**config.mk**
```make
export PLATFORM = sky130hd
export DESIGN_NAME = mult_booth
export DESIGN_NICKNAME = d
export VERILOG_FILES = /design/src/rtl/cpu_pkg.sv /design/src/rtl/booth_step.sv /design/src/rtl/mult_booth.sv
export SDC_FILE = /design/constraint.sdc
export NUM_CORES = 1
export LEC_CHECK = 0
export ABC_AREA = 1
export BUFFER_PORTS_ARGS = -buffer_cell sky130_fd_sc_hd__buf_2
export CORE_ASPECT_RATIO = 0.7
export CORE_UTILIZATION = 50
export DETAILED_ROUTE_END_ITERATION = 8
export PLACE_DENSITY = 0.7
export SYNTH_ARGS = -nofsm -noshare
export SYNTH_HDL_FRONTEND = slang
export SYNTH_SLANG_ARGS = --single-unit
```
**constraint.sdc**
```tcl
create_clock -name clock -period 3.95 [get_ports clock]
set_clock_uncertainty 0.2 [all_clocks]
set_input_delay 0.1975 -clock clock [delete_from_list [all_inputs] [get_ports clock]]
set_output_delay 0.1975 -clock clock [all_outputs]
set_load 0.1 [all_outputs]
```
**src/rtl/cpu_pkg.sv**
```systemverilog
// Shared CPU definitions: multiplier FSM state encoding and the datapath width.
package cpu_pkg;

  localparam int MULT_WIDTH = 32;

  typedef enum logic [1:0] {
    IDLE = 2'd0,
    RUN  = 2'd1,
    DONE = 2'd2
  } mult_state_t;

endpackage

```
**src/rtl/booth_step.sv**
```systemverilog
// One radix-2 Booth step: conditional add/subtract of M into Acc, then an
// arithmetic right shift of {Acc,Q,Q-1}. Packed layout is {acc[EW:0], q[EW-1:0], q_m1}.
module booth_step
  import cpu_pkg::*;
#(
  parameter int EW = MULT_WIDTH
) (
  input  logic [2*EW+1:0] cur,
  input  logic [EW-1:0]   m,
  output logic [2*EW+1:0] nxt
);

  logic [EW:0]   acc;
  logic [EW-1:0] q;
  logic          q_m1;
  logic [EW:0]   m_x;
  logic [EW:0]   sum;

  assign acc  = cur[2*EW+1:EW+1];
  assign q    = cur[EW:1];
  assign q_m1 = cur[0];
  // one guard bit keeps -2^(EW-1) representable after negation
  assign m_x  = {m[EW-1], m};

  always_comb begin
    sum = acc;
    case ({q[0], q_m1})
      2'b01:   sum = acc + m_x;
      2'b10:   sum = acc - m_x;
      default: sum = acc;
    endcase
    nxt = {sum[EW], sum, q};
  end

endmodule

```
**src/rtl/mult_booth.sv**
```systemverilog
// Sequential radix-2 Booth multiplier, one step per clock.
// Define MULT_BOOTH_MULTU_EN to add the is_unsigned port (operands widened by one bit).
//
// state | meaning
// IDLE  | waiting for start; operands latched on the start edge
// RUN   | one Booth step per cycle, busy=1
// DONE  | done=1 for one cycle, hi_out/lo_out valid
module mult_booth
  import cpu_pkg::*;
#(
  parameter int WIDTH = MULT_WIDTH
) (
  input  logic             clock,
  input  logic             reset,
  input  logic             start,
  input  logic [WIDTH-1:0] op_a,
  input  logic [WIDTH-1:0] op_b,
`ifdef MULT_BOOTH_MULTU_EN
  input  logic             is_unsigned,
`endif
  output logic             busy,
  output logic             done,
  output logic [WIDTH-1:0] hi_out,
  output logic [WIDTH-1:0] lo_out
);

`ifdef MULT_BOOTH_MULTU_EN
  localparam int EW = WIDTH + 1;
`else
  localparam int EW = WIDTH;
`endif
  localparam int STEPS = EW;
  localparam int CW    = $clog2(STEPS + 1);

  mult_state_t state, state_nxt;

  logic [EW:0]       acc;
  logic [EW-1:0]     q;
  logic              q_m1;
  logic [EW-1:0]     m;
  logic [CW-1:0]     cnt;
  logic [EW-1:0]     m_in;
  logic [EW-1:0]     q_in;
  logic [2*EW+1:0]   step_nxt;
  logic [EW:0]       step_acc;
  logic [EW-1:0]     step_q;
  logic              step_q_m1;
  logic              last_step;
  logic [WIDTH-1:0]  hi_nxt;
  logic [WIDTH-1:0]  lo_nxt;

`ifdef MULT_BOOTH_MULTU_EN
  assign m_in = {~is_unsigned & op_a[WIDTH-1], op_a};
  assign q_in = {~is_unsigned & op_b[WIDTH-1], op_b};
`else
  assign m_in = op_a;
  assign q_in = op_b;
`endif

  booth_step #(.EW(EW)) u_step (
    .cur (({acc, q, q_m1})),
    .m   (m),
    .nxt (step_nxt)
  );

  assign {step_acc, step_q, step_q_m1} = step_nxt;
  assign last_step = (cnt == CW'(STEPS - 1));

  // product is {acc[EW-1:0], q}; only its low 2*WIDTH bits are reported
`ifdef MULT_BOOTH_MULTU_EN
  assign hi_nxt = {step_acc[WIDTH-2:0], step_q[WIDTH]};
  assign lo_nxt = step_q[WIDTH-1:0];
`else
  assign hi_nxt = step_acc[WIDTH-1:0];
  assign lo_nxt = step_q;
`endif

  always_ff @(posedge clock or negedge reset) begin
    if (!reset) state <= IDLE;
    else        state <= state_nxt;
  end

  always_comb begin
    state_nxt = state;
    busy      = 1'b0;
    done      = 1'b0;
    case (state)
      IDLE: if (start) state_nxt = RUN;
      RUN: begin
        busy = 1'b1;
        if (last_step) state_nxt = DONE;
      end
      DONE: begin
        done      = 1'b1;
        state_nxt = IDLE;
      end
      default: state_nxt = IDLE;
    endcase
  end

  always_ff @(posedge clock or negedge reset) begin
    if (!reset) begin
      acc    <= '0;
      q      <= '0;
      q_m1   <= 1'b0;
      m      <= '0;
      cnt    <= '0;
      hi_out <= '0;
      lo_out <= '0;
    end else begin
      case (state)
        IDLE: begin
          if (start) begin
            m    <= m_in;
            q    <= q_in;
            acc  <= '0;
            q_m1 <= 1'b0;
            cnt  <= '0;
          end
        end
        RUN: begin
          acc  <= step_acc;
          q    <= step_q;
          q_m1 <= step_q_m1;
          cnt  <= cnt + CW'(1);
          if (last_step) begin
            hi_out <= hi_nxt;
            lo_out <= lo_nxt;
          end
        end
        default: ;
      endcase
    end
  end

endmodule

```
==> qor.txt <==
Nets: 1611
Met3 Wirelength: 2320 um
Crit-path slowest cell: dfrtp_1
Worst-Skew Late Latency: 450 ps
starting density of the core: 0.515
WP data arrival: 3750 ps
routed via count: 9136
Post-synth top flop: dfrtp_1
Synth async-reset ratio: 1.00
Synth Area in Adders: 0.0467
Tmin final: 3610 ps
clk sink count: 169
# IOs: 133
hold crit path type: in2async
cell seen most often among critical-path stages: nand2_1
Top delay family on crit path: simple AND/OR/NAND/NOR gates
number of synthesized flops with an enable pin: 0
CP Launch Type: flop
Yosys cell types: 46
Critical Path Max Stage Delay: 450 ps
total die area: 20200 sq um
die span in y: 119 um
clock buffer depth: 2
Num CTS Buffers: 17
Reg clk slew, reported paths: 80 ps
first-pass GRT wire length: 45500 um
Final ANT Viol Nets: 0
Fillers: 1757
uppermost layer routed: met4
CTS tree: yes
register bit count reported by yosys: 169
area of the multi-input gates: 4790 sq um
largest family of logic cells by synthesized area: simple AND/OR/NAND/NOR gates
Synth Area in XOR/XNOR: 0.0330
first-pass iteration count of the detailed router: 5
Post-Route Utilization: 0.628
Register Area: 4230 sq um
Final Hold Vio Count: 0
YS warnings: 0
Final GP Congestion: 0.970
Root Buffer: clkbuf_16
final setup vio count: 0
H-Tree Depth: 4
FMAX: 0.277 GHz
largest net degree at the start of global routing: 92
# DRC: 0
initial antenna violation count: 0
Tcrit/Tclk final: 0.915
crit-path cells: nor2_2, nand2_1, nor2_1, nand2_1, o21ai_1, nand2_1, xor2_1, inv_1, ha_1, a21oi_1, nand2_1, nand2_1, nand2_1, a21oi_1, nand2_1, inv_1, nand3_1, nand3_1, nand2_1, nand2_1, nand2_1
wire per inst: 15.5 um
port bufs: 132
mux share of post-synthesis cell area: 0.00306
simple-gate share of the synthesized area: 0.275
hpwl dp: 20000 um
outcome: finished clean
antenna cells: 0
worst-path fanout max: 5
Placed Area: 10700 sq um
total track usage: 0.291
complex-gate fraction of the synthesized area: 0.127
fin area: 12000 sq um
Critical Path RT: 4090 ps
syn nets: 1424
WP buf/inv: 2
kind of critical path: reg2reg
Final Max Slew Viols: 0
Total Wirelength: 27700 um
endpoint class of the critical path: flop
syn avg cell area: 7.43 sq um
Synth Instances: 1321
die width: 169 um
Cell Rows: 42
Worst-Margin Slew: 897 ps
max-cap viol count: 0
Fin Setup TNS: 0 ps
mapped cell area: 9820 sq um
Core Box Area: 19100 sq um
max_slew headroom: 0.401
Vias/cell: 5.12
pre-CTS setup slack: 423 ps
wire length on met1: 14200 um
WL met2: 10800 um
sequential share of the synthesized area: 0.431
Synth-to-Final Area Change: 22.1%
min setup slack post-route: 337 ps
layout cells sized above 1: 0.150
vias in the first global route: 8739
Starting DRT DRC Count: 660
Overflow after GRT: 0
==> cell type report <==
class                   instances  share of cell area
clock buffers                  18              0.0367
clock inverters                14              0.0124
inverters                     154              0.0485
multi-input cells             952               0.400
flip-flops and latches        169               0.353
well taps                     264              0.0276
repair buffers                214               0.122
==> synthesized netlist by cell type, drive strengths merged (9+ instances only) <==
library cell	instances	area [sq um]
a21oi	58	290
buf	33	194
clkbuf	12	45.0
dfrtp	169	4230
ha	35	438
inv	153	577
nand2	450	1710
nand3	60	310
nor2	108	438
o21ai	116	596
o22ai	28	175
xnor2	9	78.8
xor2	28	245
==> routing by layer <==
metal | global-route usage | vias up
met3 | 0.0711 | 29
li1 | - | 4589
met2 | 0.396 | 288
met1 | 0.461 | 4230
met4 | 0.0591 | 0
met5 | 0 | -
==> metrics by stage <==
step                hold WS, ps  instances
CTS                         208       1784
detailed placement          113       1687
floorplan                  -298       1321
global route                248       1785
finish                      156       1785
global placement            124       1687
==> what timing repair did <==
item / in CTS / in global routing
buffers inserted: 0 / 1
resized for setup: 0 / 7
hold endpoints to repair: 153 / 0
setup endpoints to repair: 0 / 2
hold buffers: 65 / 0
==> worst paths after layout <==
check,from,to,slack [ps],cells past startpoint
worst max-delay path,m[9],acc[31],340,21
worst min-delay path,reset,lo_out[24],160,2
worst max register to register,m[9],acc[31],340,21
worst min register to register,hi_out[0],hi_out[0],270,2
max in group asynchronous,reset,hi_out[15],2470,3
min in group clock,hi_out[0],hi_out[0],270,2
==> logic make-up (layout without fill, tap and decap cells) <==
group                    count (synthesis)  count (layout)
multiplexers                             3               3
flip-flops                             169             169
buffers and inverters                  200             400
AO/OA/AOI/OAI                          224             224
AND/OR/NAND/NOR                        652             652
XOR/XNOR                                37              37
adder cells (fa/ha/maj)                 36              36
==> worst register-to-register path: cells and delay by family (launching register included) <==
kind,cells,cell delay (ps)
AND/OR/NAND/NOR,14,1510
AO/OA/AOI/OAI,3,690
flip-flops,1,450
adder cells (fa/ha/maj),1,370
buffers and inverters,2,150
XOR/XNOR,1,130
==> state kept, by name (all words and copies together), names as in the netlist <==
name,count
lo_out,32
acc,32
state,2
q_m1,1
m,32
cnt,6
hi_out,32
q,32
==> cell usage in the layout (no fill, tap or decap), types with 4 or more instances in the layout <==
cell type,Yosys,routed
ha_1,35,35
dfrtp_1,169,169
xnor2_1,9,9
inv_8,0,6
nand3_1,58,57
or2_2,7,7
nand2_2,10,10
o21ai_2,4,4
nor2_2,4,6
a221oi_1,7,7
buf_4,2,16
a21oi_1,58,57
nand2_1,440,440
clkbuf_16,0,17
xor2_1,28,28
o21ai_0,72,71
o22ai_1,28,28
nand4_1,6,6
inv_1,149,149
nand3b_1,6,6
nor2_1,101,97
dlygate4sd3_1,0,65
o21ai_1,40,41
nor2_4,3,5
o21bai_1,6,6
buf_2,26,131
Power is left out: the tool's default activity adds up to more than one toggle a clock period on the data nets, which glitch-free logic cannot reach.
